File: config.mk
export PLATFORM = sky130hd
export DESIGN_NAME = dense_layer_sequencer
export DESIGN_NICKNAME = d
export VERILOG_FILES = /design/src/rtl/dense_layer_sequencer.sv
export SDC_FILE = /design/constraint.sdc
export NUM_CORES = 1
export LEC_CHECK = 0
export CAP_MARGIN = 25
export CORE_MARGIN = 1
export CORE_UTILIZATION = 45
export CTS_CLUSTER_DIAMETER = 200
export DETAILED_ROUTE_END_ITERATION = 12
export DONT_BUFFER_PORTS = 1
export REMOVE_ABC_BUFFERS = 1
export SLEW_MARGIN = 10
export SYNTH_ARGS = -nofsm -noshare
export SYNTH_HDL_FRONTEND = slang
export SYNTH_SLANG_ARGS = --single-unit
File: constraint.sdc
create_clock -name clk -period 9.05 [get_ports clk]
set_input_delay 1.3575 -clock clk [delete_from_list [all_inputs] [get_ports clk]]
set_output_delay 1.3575 -clock clk [all_outputs]
set_load 0.1 [all_outputs]
File: src/rtl/dense_layer_sequencer.sv
// Walks a descriptor table in SDRAM and drives the dense accelerator's register port
// once per layer: fetch five words, program five registers, start, poll until idle.
module dense_layer_sequencer #(
    parameter int DESC_STRIDE = 8,
    parameter int CNT_W       = 8
) (
    input  logic             clk,
    input  logic             reset,
    input  logic [1:0]       slave_address,
    input  logic             slave_read,
    output logic [31:0]      slave_readdata,
    input  logic             slave_write,
    input  logic [31:0]      slave_writedata,
    output logic             slave_waitrequest,
    output logic [31:0]      desc_address,
    output logic             desc_read,
    input  logic [31:0]      desc_readdata,
    input  logic             desc_waitrequest,
    output logic [2:0]       acc_address,
    output logic             acc_read,
    output logic             acc_write,
    output logic [31:0]      acc_writedata,
    input  logic [31:0]      acc_readdata,
    input  logic             acc_waitrequest,
    output logic             irq
);
    // Handshake: a master transfer completes on the rising edge where its strobe is high
    // and the matching waitrequest is low; strobe, address and data hold until then.

    typedef enum logic [2:0] {
        S_IDLE, S_FETCH, S_PROG, S_START, S_POLL, S_NEXT
    } state_t;

    localparam logic [31:0] STRIDE_BYTES = 32'(DESC_STRIDE * 4);

    state_t           state;
    logic [31:0]      desc_base;
    logic [CNT_W-1:0] num_layers;
    logic [CNT_W-1:0] layer_idx;
    logic             irq_en;
    logic             done;
    logic [2:0]       w_idx;
    logic [31:0]      words [0:4];

    logic             busy;
    logic             start_req;
    logic [CNT_W-1:0] next_idx;
    logic             unused_ok;

    assign busy              = (state != S_IDLE);
    assign start_req         = slave_write && (slave_address == 2'd0) && slave_writedata[0];
    assign next_idx          = layer_idx + CNT_W'(1);
    assign slave_waitrequest = 1'b0;
    assign irq               = done & irq_en;
    assign unused_ok         = ^{slave_read, acc_readdata};

    always_comb begin
        slave_readdata = '0;
        case (slave_address)
            2'd0: slave_readdata[1] = irq_en;
            2'd1: slave_readdata = desc_base;
            2'd2: slave_readdata[CNT_W-1:0] = num_layers;
            default: begin
                slave_readdata[16 +: CNT_W] = layer_idx;
                slave_readdata[1]           = done;
                slave_readdata[0]           = busy;
            end
        endcase
    end

    always_ff @(posedge clk or negedge reset) begin
        if (!reset) begin
            state         <= S_IDLE;
            desc_base     <= '0;
            num_layers    <= '0;
            layer_idx     <= '0;
            irq_en        <= 1'b0;
            done          <= 1'b0;
            w_idx         <= '0;
            desc_address  <= '0;
            desc_read     <= 1'b0;
            acc_address   <= '0;
            acc_read      <= 1'b0;
            acc_write     <= 1'b0;
            acc_writedata <= '0;
            for (int i = 0; i < 5; i++) words[i] <= '0;
        end else begin
            if (slave_write) begin
                case (slave_address)
                    2'd0: irq_en <= slave_writedata[1];
                    2'd1: if (!busy) desc_base <= slave_writedata;
                    2'd2: if (!busy) num_layers <= slave_writedata[CNT_W-1:0];
                    default: ;
                endcase
            end

            case (state)
                S_IDLE: begin
                    if (start_req) begin
                        layer_idx <= '0;
                        w_idx     <= '0;
                        done      <= (num_layers == '0);
                        if (num_layers != '0) begin
                            state        <= S_FETCH;
                            desc_read    <= 1'b1;
                            desc_address <= desc_base;
                        end
                    end
                end
                S_FETCH: begin
                    if (!desc_waitrequest) begin
                        words[w_idx] <= desc_readdata;
                        if (w_idx == 3'd4) begin
                            state         <= S_PROG;
                            desc_read     <= 1'b0;
                            desc_address  <= '0;
                            acc_write     <= 1'b1;
                            acc_address   <= 3'd1;
                            acc_writedata <= words[0];
                        end else begin
                            w_idx        <= w_idx + 3'd1;
                            desc_address <= desc_address + 32'd4;
                        end
                    end
                end
                S_PROG: begin
                    // Register k carries descriptor word k-1; words[acc_address] is the next one.
                    if (!acc_waitrequest) begin
                        if (acc_address == 3'd5) begin
                            state         <= S_START;
                            acc_address   <= 3'd0;
                            acc_writedata <= 32'd1;
                        end else begin
                            acc_address   <= acc_address + 3'd1;
                            acc_writedata <= words[acc_address];
                        end
                    end
                end
                S_START: begin
                    if (!acc_waitrequest) begin
                        state         <= S_POLL;
                        acc_write     <= 1'b0;
                        acc_writedata <= '0;
                        acc_read      <= 1'b1;
                        acc_address   <= 3'd5;
                    end
                end
                S_POLL: begin
                    if (!acc_waitrequest) begin
                        state       <= S_NEXT;
                        acc_read    <= 1'b0;
                        acc_address <= '0;
                    end
                end
                S_NEXT: begin
                    layer_idx <= next_idx;
                    if (next_idx == num_layers) begin
                        state <= S_IDLE;
                        done  <= 1'b1;
                    end else begin
                        state        <= S_FETCH;
                        w_idx        <= '0;
                        desc_read    <= 1'b1;
                        desc_address <= desc_base + 32'(next_idx) * STRIDE_BYTES;
                    end
                end
                default: state <= S_IDLE;
            endcase
        end
    end

endmodule

After elaboration in Yosys (flattened, before gate mapping)
Index checks and enable logic that the tools add are counted.
{"block": "word_totals", "input_bits": 104, "out_inout_bits": 104, "elab_cells": 143, "ff_bits": 286}
{"block": "op_classes", "n_reduce_logical": 29, "n_mux": 62, "n_bitwise": 5, "add_sub_neg": 5, "magnitude_cmp": 3, "eq_ne": 21}
{"operator": "32-bit two-way mux", "count": 13}
{"operator": "32-bit case mux with 3 select lines", "count": 2}
{"operator": "160-bit bitwise mux", "count": 1}
{"operator": "32-bit binary-select mux with 3-bit select", "count": 1}
{"operator": "32-bit demux with 3-bit select", "count": 1}
{"operator": "3-bit two-way mux", "count": 17}
{"operator": "32-bit by 13-bit adder with 32-bit output", "count": 1}
{"operator": "32-bit by 3-bit adder with 32-bit output (second input constant)", "count": 1}
{"operator": "8-bit case mux with 2 select lines", "count": 2}
{"operator": "8-bit two-way mux", "count": 3}
{"operator": "2-bit != test (second input constant)", "count": 11}
{"operator": "3-bit case mux with 6 select lines", "count": 1}
{"operator": "5-bit AND reduction", "count": 3}
{"operator": "3-bit == test (second input constant)", "count": 4}
{"operator": "1-bit two-way mux", "count": 12}
{"operator": "3-bit case mux with 4 select lines", "count": 1}
{"operator": "6-bit case mux with 2 select lines", "count": 1}
{"operator": "3-bit AND reduction", "count": 4}
{"operator": "6-bit AND reduction", "count": 2}
{"operator": "1-bit case mux with 3 select lines", "count": 3}
{"operator": "3-bit case mux with 3 select lines", "count": 1}
{"operator": "3-bit nonzero test", "count": 3}
{"operator": "8-bit by 1-bit adder with 8-bit output (second input constant)", "count": 1}
{"operator": "8-bit == test", "count": 1}
{"operator": "other kinds (22)", "count": 35}

Longest topological paths before layout
{"block": "logic_depth", "ltp_word": 7, "ltp_mapped": 13, "depth_no_buf": 12}

Worst setup path before layout
OpenSTA, ideal clock, no wires.
{"block": "synth_path", "path_type": "input-to-output", "startpoint": "in slave_address[1]", "endpoint": "out slave_readdata[19]", "n_path_buf": 1, "slack_ps": 3595, "cell_stages": 5, "t_required_ps": 7693, "arrival_ps": 4098, "path_cell_list": "inv_1 ha_1 clkbuf_1 nand2_1 o21ai_0"}
{"block": "synth_via", "elab_chain_len": 3, "elab_cells_between_ends": 5, "cone_classes": "eq/ne (2); mux (1); reduce/logical (2)"}
{"item": "start: declaration", "line_no": "9", "text": "input logic [1:0] slave_address,"}
{"item": "2-bit == test or 2-bit zero test (tied branches)", "line_no": "59", "text": "case (slave_address)"}
{"item": "2-bit OR reduction (no line)"}
{"item": "8-bit case mux with 2 select lines *", "line_no": "59"}
{"item": "end: declaration", "line_no": "11", "text": "output logic [31:0] slave_readdata,"}
Every way passes the cells marked *; elsewhere a longest branch is shown, timed or not.

Worst setup path in the final report
{"block": "layout_path", "startpoint": "in slave_address[1]", "endpoint": "out slave_readdata[6]"}
{"block": "layout_via", "elab_chain_len": 2, "elab_cells_between_ends": 3, "cone_classes": "eq/ne (2); mux (1)"}
{"item": "2-bit == test or 2-bit by 1-bit == test with 1-bit output (tied branches)", "line_no": "59"}
{"item": "6-bit case mux with 2 select lines *", "line_no": "59"}
Marks and branches as above.

==> metrics.txt <==
status=finished, final reports clean; busiest grt layer=met2; Slew Limit Fails=0; Max Clk Rate=0.237 GHz; sequential-to-total area share from yosys stat=0.485; WL final=37800 microns; DIE AREA=0.0335 sq mm; RSZ-0062 raised after global routing=false; synth warn=0; DR pass1 iterations=6; fraction of layout instances using a drive strength above 1=0.274; actual slew at the worst max-slew pin=1.11 ns; final setup fails=0; CP Launch Type=input pin; Post-Syn Area=0.0148 sq mm; Rel. slew slack=0.262; H-tree levels=2; Worst Setup Slack, final=4.83 ns; largest fanout on the critical path=33; Post-DP Area=0.0153 sq mm; RD Place Congestion=0.834; number of distinct library cells after synthesis=between 70 and 80; Cells after Synth=1331; vias in the first global route=10500; Final #Nets=roughly 1400; hold path depth=1; # diodes=0; CTS resizes=0; Critical Path Source=slave_address[1]; setup TNS=0 ns; TritonCTS clock tree=built; Iter 0 DRT Violations=750; CP Capture Type=output pin; Worst Clk Skew=0.0111 ns; fraction of registers with async set/reset=1.00; Power Dens Cells=405 mW/mm^2; fin crit share=0.467; Layout area overhead=11.9%; CTS Buf Count=34; met2 Track Usage GR=0.383; Hold-fix buffers, CTS=0; final hold viol count=0; Hold Path Class=flop to flop; Worst-Skew Late Latency=roughly 0.52 ns; Crit Path Class=input pin to output pin; Starting Density=0.463; overall routing resource usage=0.227; CORE AREA=0.0319 sq mm; DRC errors left=0; die height=about 180 microns; Setup WS pre-CTS=4.79 ns; P_leak=0.00729 uW; data arrival time of the worst path=2.87 ns; via-per-instance ratio=~6; Total Power=6690 uW; Clock Path Buffers=3; min Tclk post-route=4.22 ns; routing usage on met1=0.287; # clock sinks=around 290; Max VDD drop=~0.25 mV; largest net degree at the start of global routing=287; post-route ant nets=0; placed insts=1709; setup repair bufs after CTS=0; detailed placer's ending HPWL=23700 microns; Root Driver=clkbuf_16; CP endpoint=slave_readdata[6]; Top FF cell, synth=dfrtp_1; Reg-to-Reg Start=layer_idx[0]$_DFFE_PN0P_; IO buf count=0; wire length of the first global-routing pass=roughly 60000 microns; clock-pin slew on the worst setup and hold paths=around 0.060 ns; EDFF count, synth=0; Std-Cell Rows=65; FF-to-FF setup slack=5.36 ns; io pins=208; Max Cap Viol=0; reg2reg path depth=11; fin area=0.0165 sq mm; grt total ovfl=0; Reg-to-Reg End=desc_address[29]$_DFFE_PN0P_; die width=183 microns; GRT met3 Usage=0.0602; Crit path required time=just under 8 ns; syn avg cell area=between 10 and 15 sq um; Avg WL per Cell=around 21 microns; FF+latch count, synth=286; via count=between 10000 and 15000; initial antenna violation count=1; Layout Cells excl Fill=1772
cell type report:
class / instances / area [sq um]
clock buffers: 49 / 1010
flip-flops and latches: 286 / 7160
fillers: 2880 / 15400
inverters: 26 / 97.6
repair buffers: 28 / 354
well taps: 435 / 544
multi-input cells: 936 / 7230
clock inverters: 12 / 120
flip-flops by register name (all words and copies together), names as in the netlist, 3 cells and up:
register       cells
words            160
acc_writedata     32
desc_address      32
desc_base         32
layer_idx          8
num_layers         8
acc_address        3
state              3
w_idx              3
critical path: stages:
cell and delay, ns:
inv_1 0.05, ha_1 0.14, buf_4 0.32, a22oi_1 0.13, nor2b_2 0.86
routing by layer:
layer	part of all wire	wire (microns)
met5	0.00026	10
met4	0.023	867
met3	0.075	2830
met2	0.48	18300
met1	0.42	15800
worst min-delay path by stage:
stage / startpoint / endpoint / slack [ns]
after floorplan: words[32]$_DFFE_PN0P_ / words[32]$_DFFE_PN0P_ / 0.47
after global placement: words[52]$_DFFE_PN0P_ / words[52]$_DFFE_PN0P_ / 0.48
after detailed placement: words[39]$_DFFE_PN0P_ / words[39]$_DFFE_PN0P_ / 0.49
after CTS: words[39]$_DFFE_PN0P_ / words[39]$_DFFE_PN0P_ / 0.50
after global routing: words[58]$_DFFE_PN0P_ / words[58]$_DFFE_PN0P_ / 0.51
final: words[39]$_DFFE_PN0P_ / words[39]$_DFFE_PN0P_ / 0.50
power breakdown:
group          leakage [uW]  switching [uW]  internal, uW
Sequential          0.00370            1500          1710
Clock              0.000561             547           810
Combinational       0.00303            1190           924
cell usage after synthesis, types with 4 or more instances:
library cell | n | area share
and2_1 | 19 | 0.0081
a21oi_1 | 97 | 0.033
nand2_1 | 88 | 0.022
a22oi_1 | 39 | 0.020
nor2b_1 | 9 | 0.0038
o21ai_0 | 66 | 0.022
a222oi_1 | 6 | 0.0041
nand4_1 | 8 | 0.0034
mux2_2 | 212 | 0.16
xnor2_1 | 16 | 0.0095
o22ai_1 | 11 | 0.0047
o221ai_1 | 4 | 0.0024
nor3_1 | 18 | 0.0061
a31o_2 | 4 | 0.0024
buf_1 | 16 | 0.0041
nand3_1 | 22 | 0.0075
o31ai_1 | 8 | 0.0041
nor4_1 | 8 | 0.0034
xor2_1 | 15 | 0.0089
dfrtp_1 | 286 | 0.49
mux4_2 | 27 | 0.041
and4_1 | 5 | 0.0030
clkbuf_1 | 43 | 0.011
inv_1 | 25 | 0.0064
nand2b_1 | 5 | 0.0021
mux2i_1 | 13 | 0.0088
a221oi_1 | 8 | 0.0047
a21o_1 | 4 | 0.0020
and3_1 | 10 | 0.0042
a31oi_1 | 6 | 0.0025
nor2_1 | 125 | 0.032
buf_2 | 16 | 0.0054
ha_1 | 18 | 0.015
a22o_1 | 6 | 0.0036
layout by cell type (no fill, tap or decap), types with 7 or more instances in the layout:
cell type  Yosys  routed
mux2i_1       13      12
o21ai_2        1       9
nor4_1         8       8
nand3_1       22      20
nor3_1        18      18
clkinv_2       0       7
a21oi_1       97      95
a22oi_1       39      39
dfrtp_1      286     284
nand2_1       88      87
buf_4          3      19
o22ai_1       11      11
o31ai_1        8       8
nor2_1       125     125
a221oi_1       8       8
clkbuf_16      0      34
mux4_2        27      27
inv_1         25      25
mux2_2       212     212
clkbuf_8       0      10
nand4_1        8       8
ha_1          18      18
xnor2_1       16      16
and2_1        19      19
o21ai_0       66      58
and3_1        10      10
xor2_1        15      15
per-stage QoR:
stage / hold slack [ns] / utilization
after floorplan: 0.474 / -
after global placement: 0.482 / 0.477
after detailed placement: 0.488 / 0.481
after CTS: 0.502 / 0.517
after global routing: 0.509 / 0.518
final: 0.499 / 0.518
cells by family (layout without fill, tap and decap cells):
family,after synthesis,after routing,synth area share
other cells,1,1,0.000254
mux,253,253,0.213
compound gates,294,294,0.126
fa+ha+maj,19,19,0.0166
xor+xnor,33,33,0.0206
flops,286,286,0.485
simple gates,336,336,0.107
buf+inv,109,115,0.0315
Note: power is estimated with default switching activity, not from simulation.
